<file path="src/rtl/ann_pkg.sv">
// ann_pkg: data width, signed data type and streamer state encoding shared with the layer datapath
package ann_pkg;
  localparam int DATA_W = 16;
  typedef logic signed [DATA_W-1:0] data_t;
  typedef enum logic {IDLE, STREAM} state_t;
endpackage

</file>
<file path="src/rtl/ann_out_buf.sv">
// ann_out_buf: N_OUT x DATA_W neuron-output register file, sync write/clear, comb read
//   clk, rst       clock, sync active-high reset (clears all entries)
//   we_i, waddr_i, wdata_i  single-word write
//   clr_i          clear every entry (wins over we_i)
//   ridx_i, rdata_o         combinational read port
module ann_out_buf
  import ann_pkg::*;
#(
  parameter int N_OUT  = 4,
  parameter int DATA_W = ann_pkg::DATA_W,
  parameter int IDX_W  = $clog2(N_OUT)
) (
  input  logic              clk,
  input  logic              rst,
  input  logic              we_i,
  input  logic              clr_i,
  input  logic [IDX_W-1:0]  waddr_i,
  input  logic [DATA_W-1:0] wdata_i,
  input  logic [IDX_W-1:0]  ridx_i,
  output logic [DATA_W-1:0] rdata_o
);
  logic [DATA_W-1:0] mem_q [N_OUT];
  always_ff @(posedge clk)
    for (int i = 0; i < N_OUT; i++)
      if (rst || clr_i) mem_q[i] <= '0;
      else if (we_i && waddr_i == IDX_W'(i)) mem_q[i] <= wdata_i;
  assign rdata_o = mem_q[ridx_i];
endmodule

</file>
<file path="src/rtl/ann_output_streamer.sv">
// ann_output_streamer: buffers N_OUT neuron results and streams them in index order over AXI4-Stream
//   clk, rst                     clock, sync active-high reset (aborts any stream, no done)
//   wr_en, wr_addr, wr_data      buffer write, honoured in IDLE only
//   buf_clr                      clear whole buffer, IDLE only, beats wr_en
//   start                        begin streaming, sampled in IDLE only
//   busy, done                   streaming flag; one-cycle pulse after the final word
//   m_axis_tdata/tvalid/tready/tlast  AXI4-Stream master
module ann_output_streamer
  import ann_pkg::*;
#(
  parameter int N_OUT  = 4,
  parameter int DATA_W = ann_pkg::DATA_W
) (
  input  logic                     clk,
  input  logic                     rst,
  input  logic                     wr_en,
  input  logic [$clog2(N_OUT)-1:0] wr_addr,
  input  logic signed [DATA_W-1:0] wr_data,
  input  logic                     buf_clr,
  input  logic                     start,
  output logic                     busy,
  output logic                     done,
  output logic signed [DATA_W-1:0] m_axis_tdata,
  output logic                     m_axis_tvalid,
  input  logic                     m_axis_tready,
  output logic                     m_axis_tlast
);
  localparam int IDX_W = $clog2(N_OUT);
  localparam logic [IDX_W-1:0] LAST = IDX_W'(N_OUT - 1);
  state_t state_q, state_d;
  logic [IDX_W-1:0] idx_q, idx_d;
  logic done_q, done_d;
  logic idle, hs, last, we;
  logic [DATA_W-1:0] rdata;
  assign idle = state_q == IDLE;
  assign hs   = m_axis_tvalid && m_axis_tready;
  assign last = idx_q == LAST;
  // out-of-range addresses are dropped rather than aliased onto a real entry
  assign we   = idle && wr_en && (32'(wr_addr) < N_OUT);
  ann_out_buf #(.N_OUT(N_OUT), .DATA_W(DATA_W), .IDX_W(IDX_W)) u_buf (
    .clk     (clk),
    .rst     (rst),
    .we_i    (we),
    .clr_i   (idle && buf_clr),
    .waddr_i (wr_addr),
    .wdata_i (wr_data),
    .ridx_i  (idx_q),
    .rdata_o (rdata)
  );
  always_comb begin
    state_d = state_q;
    idx_d   = idx_q;
    done_d  = 1'b0;
    if (idle && start) begin
      state_d = STREAM;
      idx_d   = '0;
    end else if (!idle && hs) begin
      state_d = last ? IDLE : STREAM;
      idx_d   = last ? '0 : idx_q + 1'b1;
      done_d  = last;
    end
  end
  always_ff @(posedge clk)
    if (rst) begin
      state_q <= IDLE;
      idx_q   <= '0;
      done_q  <= 1'b0;
    end else begin
      state_q <= state_d;
      idx_q   <= idx_d;
      done_q  <= done_d;
    end
  assign busy          = !idle;
  assign done          = done_q;
  assign m_axis_tvalid = !idle;
  assign m_axis_tlast  = !idle && last;
  assign m_axis_tdata  = $signed(rdata);
endmodule

</file>
<file path="config.mk">
export PLATFORM = sky130hd
export DESIGN_NAME = ann_output_streamer
export DESIGN_NICKNAME = d
export VERILOG_FILES = /design/src/rtl/ann_pkg.sv /design/src/rtl/ann_out_buf.sv /design/src/rtl/ann_output_streamer.sv
export SDC_FILE = /design/constraint.sdc
export NUM_CORES = 1
export LEC_CHECK = 0
export BUFFER_PORTS_ARGS = -buffer_cell sky130_fd_sc_hd__buf_2
export CAP_MARGIN = 15
export CORE_MARGIN = 4
export CORE_UTILIZATION = 55
export CTS_CLUSTER_DIAMETER = 40
export DETAILED_ROUTE_END_ITERATION = 10
export HOLD_SLACK_MARGIN = 0.1
export PLACE_DENSITY = 0.86
export SYNTH_ARGS = -nofsm -noshare
export SYNTH_HDL_FRONTEND = slang
export SYNTH_SLANG_ARGS = --single-unit
</file>
<file path="constraint.sdc">
create_clock -name clk -period 9.2 [get_ports clk]
set_input_delay 0 -clock clk [delete_from_list [all_inputs] [get_ports clk]]
set_output_delay 0 -clock clk [all_outputs]
set_load 0.01 [all_outputs]
</file>
==> results of run 1 <==
-- cells by family after synthesis --
logic type | after synthesis | share of synthesized area
DFF | 70 | 0.587
and+or+nand+nor | 76 | 0.222
AOI/OAI and AO/OA | 7 | 0.0158
buffers and inverters | 40 | 0.0647
muxes | 17 | 0.107
adders and majority gates | 1 | 0.00359
-- worst register-to-register path, cell delays in order, from the launching register on --
cell and delay, ns:
dfxtp_1 0.40, nand2b_1 0.25, o311ai_2 0.76, buf_4 0.33
-- metal layers --
layer / GRT usage / vias to the layer above / part of all wire
met4: 0.120 / 0 / 0.028
met3: 0.0452 / 19 / 0.050
met1: 0.242 / 987 / 0.40
li1: - / 905 / -
met2: 0.320 / 57 / 0.52
met5: 0 / - / 0
-- Yosys cell counts --
master / n
edfxtp_1: 64
nor3_2: 48
inv_1: 18
mux4_2: 16
buf_2: 9
buf_6: 8
nor4_2: 8
dfxtp_1: 6
nand2b_1: 5
nor4_1: 4
nor4_4: 4
clkbuf_1: 3
o211ai_1: 3
and2_1: 1
buf_1: 1
buf_4: 1
ha_1: 1
mux2_2: 1
nand2_1: 1
nand3_1: 1
nand4b_1: 1
nor2_1: 1
o211a_1: 1
o21ai_0: 1
o311ai_0: 1
o32ai_1: 1
or4b_4: 1
or4bb_1: 1
-- power by group --
| part | leakage (nW) | switching [mW] | internal (mW) |
|---|---|---|---|
| Clock | 0.0964 | 0.114 | 0.123 |
| Combinational | 0.561 | 0.0441 | 0.0265 |
| Sequential | 0.749 | 0.00745 | 0.366 |
| Total | 1.41 | 0.166 | 0.516 |
-- final timing paths --
| check | start | endpoint | slack [ns] | depth (start not counted) |
|---|---|---|---|---|
| worst max-delay path | wr_addr[1] | u_buf.mem_q[3][15] | 6.79 | 4 |
| worst min-delay path | wr_data[15] | u_buf.mem_q[1][15] | 0.11 | 3 |
| worst max register to register | busy | u_buf.mem_q[0][5] | 7.16 | 3 |
| worst min register to register | idx_q[0] | idx_q[0] | 0.52 | 2 |
-- sequential cells by signal (all words and copies together) (netlist names), named ones only --
register,cells
u_buf.mem_q,64
idx_q,2
busy,1
done,1
-- area by class of cell --
type                    count  area [µm²]
well taps                  75        93.8
clock buffers               9         124
multi-input cells         101        1220
inverters                  18        67.6
fillers                   431        2080
repair buffers             54         333
flip-flops and latches     70        2040
clock inverters             7        65.1
-- metrics by stage --
step	util	cell area [µm²]	hold WS, ns	std cells	worst slack, ns
6_report	0.655	3950	0.112	334	6.79
2_1_floorplan	-	3480	0.0724	211	6.12
5_1_grt	0.655	3950	0.119	334	6.64
3_3_place_gp	0.609	3670	0.241	311	6.60
3_5_place_dp	0.609	3670	0.247	311	6.44
4_1_cts	0.650	3920	0.106	333	6.80
==> impl_results.md, run 1 <==
- Clk slew on worst S/H paths: 0.07 ns
- VDD IR max: 0.000108 V
- LEAKAGE: 1.41 nW
- Initial antenna violation count: 0
- Layout area overhead: 13.4%
- # DRC: 0
- Synthesized area per cell: 16.5 µm²
- Most frequent cells in the layout: edfxtp_1 (64), nor3_2 (48), buf_2 (43)
- Vias in the first global route: 2070
- DRT Pass-1 Iters: 4
- HP Class: input port to register
- Via count: 1968
- CP peak stage delay: 0.96 ns
- Nets: 279
- Total track usage: 0.198
- Post-route antenna net violation count: 0
- Top post-synthesis cells by area: edfxtp_1 (55%), nor3_2 (14%), mux4_2 (10%)
- Crit path max fanout: 20
- Flops & latches, synth: 70
- Maxcap violations: 0
- Critical path's top delay family: compound AO/OA/AOI/OAI gates
- Worst skew pair latency: 0.35 ns
- Final WL: 6640 µm
- Global route total overflow: 0
- Largest net degree at the start of global routing: 65
- Core Rows: 28
- CTS tree: done
- Leading area contributor after synthesis: edfxtp_1
- Post-synthesis net count: 236
- Worst path bufs/invs: 2
- Crit end category: register
- Hold Vio Cnt, Final: 0
- Die Area: 7670 µm²
- Most common cell after layout, fill and taps aside: edfxtp_1
- Post-CTS setup buffers: 0
- Total power: 682 µW
- Setup Skew: 0.00464 ns
- Top cell type's share of synthesized area: 0.552
- Yosys cell types: 28
- Core area: 6030 µm²
- Synthesized area: 3480 µm²
- Die W: 87.6 µm
- Post-cts resize count: 0
- Clock period minus worst slack: 2.41 ns
- Startpoint types: input port
- Final setup TNS: 0 ns
- Unrepaired setup endpoints after global routing: false
- GPL Wtd Cong: 0.700
- Max Clk Rate: 416 MHz
- Diodes inserted: 0
- # H-tree levels: 3
- Port buffer count: 43
- Crit path kind: input port to register
- Starting Density: 0.578
- Status: complete, no violations
- Tightest Pin Transition: 1.14 ns
- Seq/Total Area, Yosys: 0.587
- Clk sinks: 70
- Routed length per instance: 19.9 µm
- Post-Synthesis Cells: 211
- Slew Limit Headroom: 0.237
- Cts hold-fix bufs: 6
- Crit-path cells: buf_2 > nand2_1 > o211ai_1 > buf_4
- First-pass GRT wire length: 10900 µm
- Detailed Route Iter0 Violations: 122
- Worst path required time: 9.26 ns
- Synth warn: 0
- Slowest stage cell on the critical path: o211ai_1
- Num CTS Buffers: 9
- Final setup vio count: 0
- CTS Root Cell: clkbuf_8
- Crit path DAT: 2.46 ns
- Layout cells sized above 1: 0.548
- Cell area power density: 173 nW/µm²
- CTS Buffer Depth: 2
- Final Max Slew Viols: 0
- Hpwl dp: 4300 µm
- Chip Height: 87.6 µm
- Vias/cell: 5.89
- Period utilization: 0.261
- Io pins: 44
No activity file was read; power rests on OpenSTA's default activity.
==> run 2: changes to the inputs <==
==> constraint.sdc (replaced) <==
create_clock -name clk -period 2.41 [get_ports clk]
set_input_delay 0 -clock clk [delete_from_list [all_inputs] [get_ports clk]]
set_output_delay 0 -clock clk [all_outputs]
set_load 0.01 [all_outputs]
==> run 2 against run 1 <==
Effect of this change: first-iteration DRC count rose by 34%; largest cell class unchanged; critical endpoint is now u_buf.mem_q[0][10]; die area did not move; setup slack got worse by 6.2 ns; via count rose by 1.2%; power rose to 3.9 times the previous value; flip-flop and latch count did not move; hold slack got worse by 0.0092 ns; sequential share of layout area fell by 0.73 points; global-route usage rose by 0.17 points; clock skew barely moved; register-to-register slack got worse by 6.6 ns; combinational power rose to 4.0 times the previous value.
==> impl_results.md, run 2 (synthesis results as in run 1) <==
- Vias in the first global route: 2080 (+0.48%)
- Crit end category: register
- Chip Height: 87.6 µm (unchanged)
- CTS tree: done
- FF+latch area: 2040 µm² (unchanged)
- Final setup vio count: 0 (unchanged)
- Die W: 87.6 µm (unchanged)
- GPL Wtd Cong: 0.743 (+6.1%)
- CTS Buffer Depth: 2 (unchanged)
- Starting Density: 0.578 (unchanged)
- Most frequent cells in the layout: edfxtp_1 (64), nor3_2 (48), buf_2 (43)
- Dpl cells: 318 (+2.3%)
- Period utilization: 0.754
- Die Area: 7670 µm² (unchanged)
- Vias/cell: 5.84 (-0.91%)
- Cell area power density: 661 nW/µm² (+280%)
- Crit-path cells: or4b_4 > buf_4 > nor4_2
- Clk slew on worst S/H paths: 0.08 ns (about the same)
- Flop pwr share: 0.537 (-0.011)
- Worst path required time: 2.58 ns (-6.68 ns)
- Crit path DAT: 1.99 ns (-0.47 ns)
- Via count: 1991 (+1.2%)
- Crit path kind: register to register
- Design area: 4000 µm² (+1.4%)
- Worst skew pair latency: 0.35 ns (about the same)
- Hpwl dp: 4250 µm (-1.3%)
- Slowest stage cell on the critical path: or4b_4
- Io pins: 44 (unchanged)
- Tightest Pin Transition: 0.791 ns (-0.354 ns)
- Largest register FFs: 64 (unchanged)
- Fin cells: 341 (+2.1%)
- Biggest register: u_buf.mem_q
- Final WL: 6820 µm (+2.7%)
- Clock period minus worst slack: 1.82 ns
- Crit path max fanout: 20 (unchanged)
- Area post-placement: 3730 µm² (+1.8%)
- Multi-input logic area: 1220 µm² (unchanged)
- Largest net degree at the start of global routing: 29 (-55%)
- LEAKAGE: 1.44 nW (+2.4%)
- HP Class: input port to register
- Total track usage: 0.199 (+0.00165)
- Int Power: 1.98 mW (+280%)
- First-pass GRT wire length: 11000 µm (+1.1%)
- Global route total overflow: 0 (unchanged)
- Net switching power: 661 µW (+300%)
- Slew Limit Headroom: 0.472 (+0.235)
- Diodes inserted: 0 (unchanged)
- Layout cells sized above 1: 0.560 (+0.0119)
- Num CTS Buffers: 9 (unchanged)
- Startpoint types: register
- # H-tree levels: 3 (unchanged)
- DRT Pass-1 Iters: 4 (unchanged)
- Layout area overhead: 15.0%
- CP peak stage delay: 0.74 ns (-0.22 ns)
- Max Clk Rate: 550 MHz
- Nets: 286 (+2.5%)
- Final setup TNS: 0 ns (unchanged)
- Clk pwr share: 0.356 (+0.008)
- Detailed Route Iter0 Violations: 163 (+34%)
- Final Max Slew Viols: 0 (unchanged)
- Core Rows: 28 (unchanged)
- Clk sinks: 70 (unchanged)
- Status: complete, no violations
- Hold Vio Cnt, Final: 0 (unchanged)
- Biggest regs: u_buf.mem_q: 64 flops, idx_q: 2 flops
- Fillcell total: 436 (+1.2%)
- VDD IR max: 0.000448 V (+310%)
- Switching Share: 0.250 (+0.00677)
- Post-CTS setup buffers: 0 (unchanged)
- Post-route antenna net violation count: 0 (unchanged)
- Core area: 6030 µm² (unchanged)
- Maxcap violations: 0 (unchanged)
- Routed length per instance: 20.0 µm (+0.60%)
- # DRC: 0 (unchanged)
- Most common cell after layout, fill and taps aside: edfxtp_1
- Port buffer count: 43 (unchanged)
- Hold WS: 0.103 ns (-0.00922 ns)
- Setup Skew: 0.00415 ns (-0.000498 ns)
- Combinational Power Share: 0.107 (+0.003)
- Initial antenna violation count: 0 (unchanged)
- Unrepaired setup endpoints after global routing: false
- CTS Root Cell: clkbuf_8
-- run 2: routing by layer --
layer | part of all wire | GRT usage | up-vias
met1 | 0.38 | 0.241 | 1015
met2 | 0.56 | 0.351 | 49
met4 | 0.013 | 0.0586 | 0
li1 | - | - | 919
met3 | 0.046 | 0.0536 | 8
met5 | 0 | 0 | -
-- run 2: final timing paths --
| kind | startpoint | end | slack [ns] | cells after the start |
|---|---|---|---|---|
| worst min register to register | idx_q[0] | register | 0.55 | 2 |
| worst max-delay path | busy | u_buf.mem_q[0][10] | 0.59 | 3 |
| worst max register to register | busy | u_buf.mem_q[0][10] | 0.59 | 3 |
| worst min-delay path | wr_data[0] | u_buf.mem_q[2][0] | 0.10 | 3 |
-- run 2: power groups by stage --
stage | clock network [mW] | registers (mW) | logic (mW)
after detailed placement | 0 | 1.45 | 0.277
after floorplan | 0 | 1.44 | 0.191
final | 0.942 | 1.42 | 0.282
after global routing | 1.01 | 1.43 | 0.305
after global placement | 0 | 1.44 | 0.270
after CTS | 0.950 | 1.42 | 0.286
-- run 2: layout make-up --
cell class                      instances  share of cell area
Timing Repair Buffer                   61              0.0950
Clock buffer                            9              0.0309
Inverter                               18              0.0169
Multi-Input combinational cell        101               0.305
Tap cell                               75              0.0234
Clock inverter                          7              0.0184
Sequential cell                        70               0.510
-- run 2: per-stage QoR --
stage          total power [mW]  setup slack, ns   util
6_report                   2.65            0.592  0.664
5_1_grt                    2.74            0.473  0.664
4_1_cts                    2.66            0.577  0.664
3_5_place_dp               1.73            0.605  0.620
3_3_place_gp               1.71            0.719  0.620
2_1_floorplan              1.63           0.0143      -
-- run 2: critical path, delay by kind of cell (launching register included) --
kind                   cells  cell delay [ns]
and+or+nand+nor            2             0.93
DFF                        1             0.40
buffers and inverters      1             0.30
-- run 2: timing repair --
item,in CTS,in global routing
hold buffers,7,0
resized for setup,0,0
endpoints found under the hold margin,10,0
==> run 3: changes to the inputs <==
--- a/config.mk
+++ b/config.mk
@@ -5,6 +5,7 @@
 export SDC_FILE = /design/constraint.sdc
 export NUM_CORES = 1
 export LEC_CHECK = 0
+export ABC_AREA = 1
 export BUFFER_PORTS_ARGS = -buffer_cell sky130_fd_sc_hd__buf_2
 export CAP_MARGIN = 15
 export CORE_MARGIN = 4
@@ -12,7 +13,7 @@
 export CTS_CLUSTER_DIAMETER = 40
 export DETAILED_ROUTE_END_ITERATION = 10
 export HOLD_SLACK_MARGIN = 0.1
-export PLACE_DENSITY = 0.86
+export PLACE_DENSITY = 0.87
 export SYNTH_ARGS = -nofsm -noshare
 export SYNTH_HDL_FRONTEND = slang
 export SYNTH_SLANG_ARGS = --single-unit
==> constraint.sdc (replaced) <==
create_clock -name clk -period 1.8 [get_ports clk]
set_input_delay 0 -clock clk [delete_from_list [all_inputs] [get_ports clk]]
set_output_delay 0 -clock clk [all_outputs]
set_load 0.01 [all_outputs]
==> run 3 against run 2 <==
Effect of this change: synthesized area down 7.1%; cell count up 44%; design area down 2.7%; register-to-register slack worse by 0.31 ns; core utilization up 3.0 points; wire length down 4.7%; critical endpoint unchanged; largest cell class unchanged.
==> impl_results.md, run 3 <==
- Status: complete, no violations
- HP Class: input port to register
- Tightest Pin Transition: 0.411 ns (-0.380 ns)
- Synthesized area: 3230 µm² (-7.1%)
- CTS tree: done
- Largest family of logic cells by synthesized area: simple AND/OR/NAND/NOR gates
- Final WL: 6510 µm (-4.7%)
- Post-synthesis net count: 373 (+58%)
- Synth warn: 0 (unchanged)
- Hpwl dp: 3720 µm (-12%)
- Detailed Route Iter0 Violations: 219 (+34%)
- Port buffer count: 43 (unchanged)
- Worst skew pair latency: 0.34 ns (about the same)
- Clk sinks: 70 (unchanged)
- Vias/cell: 4.90 (-16%)
- Multi-input logic area: 891 µm² (-27%)
- Design area: 3890 µm² (-2.7%)
- Flops & latches, synth: 70 (unchanged)
- Biggest regs: u_buf.mem_q: 64 flops, idx_q: 2 flops
- Hold Crit Start: wr_addr[0]
- Final setup vio count: 0 (unchanged)
- Io pins: 44 (unchanged)
- Post-synthesis mux area share: 0 (-0.107)
- Dpl cells: 454 (+43%)
- Period utilization: 0.842 (+0.0881)
- Die Area: 7170 µm² (-6.5%)
- Diodes inserted: 0 (unchanged)
- # DRC: 0 (unchanged)
- Post-route antenna net violation count: 0 (unchanged)
- Leading area contributor after synthesis: edfxtp_1
- Seq/Total Area, Yosys: 0.632 (+0.0450)
- Slew Limit Headroom: 0.725 (+0.253)
- Core Rows: 27 (-3.6%)
- Most common cell after layout, fill and taps aside: nor2_1
- Ys async rst share: 0 (unchanged)
- Layout area overhead: 20.4%
- CTS Buffer Depth: 2 (unchanged)
- Most frequent cells in the layout: nor2_1 (99), nand2_1 (75), edfxtp_1 (64)
- Cell area power density: 890 nW/µm² (+35%)
- Nets: 438 (+53%)
- Post-Synthesis Cells: 348 (+65%)
- Final Max Slew Viols: 0 (unchanged)
- First-pass GRT wire length: 10600 µm (-4.0%)
- Worst flop-to-flop path endpoint: u_buf.mem_q[0][10]
- Reg2Reg Depth: 5 (+2)
- Fillcell total: 400 (-8.3%)
- Synth Area in Compound Gates: 0.0569 (+0.0411)
- Post-synth EDFFs: 64 (unchanged)
- CTS Root Cell: clkbuf_8
- Endpoint, Worst Hold: u_buf.mem_q[3][9]
- Post-Synth Simple-Gate Area: 0.215 (-0.00772)
- Setup Skew: 0.00736 ns (+0.00321 ns)
- Xor and xnor fraction of the mapped netlist area: 0 (unchanged)
- # H-tree levels: 3 (unchanged)
- VDD IR max: 0.000569 V (+27%)
- Startpoint types: register
- Largest net degree at the start of global routing: 65 (+120%)
- FF+latch area: 2040 µm² (about the same)
- Chip Height: 84.7 µm (-3.3%)
- Synthesized area per cell: 9.29 µm² (-44%)
- Clk slew on worst S/H paths: 0.08 ns (about the same)
- Total track usage: 0.192 (-0.00780)
- Synth cell count leaders: nor2_1 (99), nand2_1 (75), edfxtp_1 (64), inv_1 (54), o211ai_1 (16)
- Clock period minus worst slack: 1.52 ns (-0.302 ns)
- Biggest register: u_buf.mem_q
- Routed length per instance: 13.3 µm (-34%)
- Number of instances on the worst hold path: 4 (+1)
- R2R Path Start: busy
- Flop2flop setup slack: 0.28 ns (-0.31 ns)
- Num CTS Buffers: 9 (unchanged)
- Global route total overflow: 0 (unchanged)
- Crit path DAT: 1.59 ns (-0.40 ns)
- DRT Pass-1 Iters: 5 (+1)
- Maxcap violations: 0 (unchanged)
- Fin cells: 490 (+44%)
- Worst path required time: 1.88 ns (-0.70 ns)
- Die W: 84.7 µm (-3.3%)
- Area post-placement: 3500 µm² (-6.2%)
- Largest register FFs: 64 (unchanged)
- Unrepaired setup endpoints after global routing: false
- Crit path kind: register to register
- Post-CTS setup buffers: 0 (unchanged)
- Via count: 2399 (+20%)
- Hold Vio Cnt, Final: 0 (unchanged)
- Post-cts resize count: 0 (unchanged)
- Top cell type's share of synthesized area: 0.594 (+0.0423)
- Top post-synthesis cells by area: edfxtp_1 (59%), nor2_1 (11%), nand2_1 (8.7%)
- LEAKAGE: 1.73 nW (+20%)
- Yosys cell types: 21 (-25%)
- Most numerous cell in the Yosys netlist: nor2_1
- Layout cells sized above 1: 0.167 (-0.393)
- Vias in the first global route: 2324 (+12%)
- Starting Density: 0.577 (-0.00113)
- Initial antenna violation count: 0 (unchanged)
- Core area: 5610 µm² (-6.9%)
- Area share of fa/ha/maj cells after synthesis: 0.00387 (+0.000275)
- Crit end category: register
- Max Clk Rate: 659 MHz (+20%)
- Crit path max fanout: 16 (-20%)
- Ys flop type: edfxtp_1
- GPL Wtd Cong: 0.803 (+8.2%)
-- run 3: per-layer routing --
metal / GRT usage / wire length (µm) / up-vias
li1: - / - / 1221
met1: 0.223 / 2600 / 1093
met2: 0.330 / 3360 / 77
met3: 0.0491 / 439 / 8
met4: 0.0892 / 105 / 0
met5: 0 / 0 / -
-- run 3: through the flow --
step / setup TNS (ns) / setup WS [ns] / util / power, mW / hold slack, ns
6_report: 0 / 0.284 / 0.694 / 3.46 / 0.305
4_1_cts: 0 / 0.291 / 0.694 / 3.48 / 0.286
3_3_place_gp: 0 / 0.409 / 0.625 / 2.24 / 0.204
2_1_floorplan: -0.942 / -0.0147 / - / 2.13 / 0.0785
5_1_grt: 0 / 0.194 / 0.694 / 3.61 / 0.313
3_5_place_dp: 0 / 0.298 / 0.625 / 2.26 / 0.212
-- run 3: power by group --
group          switching (mW)  internal [mW]
combinational           0.213          0.141
clock                   0.575          0.635
sequential             0.0293           1.87
total                   0.817           2.65
-- run 3: worst max path at each step --
stage	cells after the start	from	slack [ns]	to
final	5	busy	0.28	u_buf.mem_q[0][10]
after global routing	5	busy	0.19	u_buf.mem_q[0][10]
after CTS	5	busy	0.29	u_buf.mem_q[0][10]
after detailed placement	5	busy	0.30	u_buf.mem_q[0][10]
after global placement	5	busy	0.41	u_buf.mem_q[0][5]
after floorplan	3	busy	-0.01	u_buf.mem_q[0][0]
-- run 3: cells by family (layout without fill, tap and decap cells) --
| group | count (synthesis) | count (layout) |
|---|---|---|
| AO/OA/AOI/OAI | 26 | 26 |
| AND/OR/NAND/NOR | 181 | 181 |
| buffers and inverters | 70 | 140 |
| flip-flops | 70 | 70 |
| adder cells (fa/ha/maj) | 1 | 1 |
-- run 3: repair_timing --
item                                    in CTS  in global routing
endpoints found under the setup margin       0                  0
hold buffers                                20                  0
endpoints found under the hold margin       70                  0
-- run 3: worst max-delay path, cell delays in order, from the launching register on --
cell and delay, ns:
dfxtp_1 0.44, inv_2 0.09, nand2_1 0.20, nor2_1 0.10, nand2_2 0.33, nor2_1 0.10
-- run 3: area by class of cell --
type | instances | area share
Sequential cell | 70 | 0.525
Clock inverter | 6 | 0.0161
Timing Repair Buffer | 69 | 0.121
Inverter | 55 | 0.0530
Multi-Input combinational cell | 208 | 0.229
Tap cell | 72 | 0.0231
Clock buffer | 10 | 0.0328
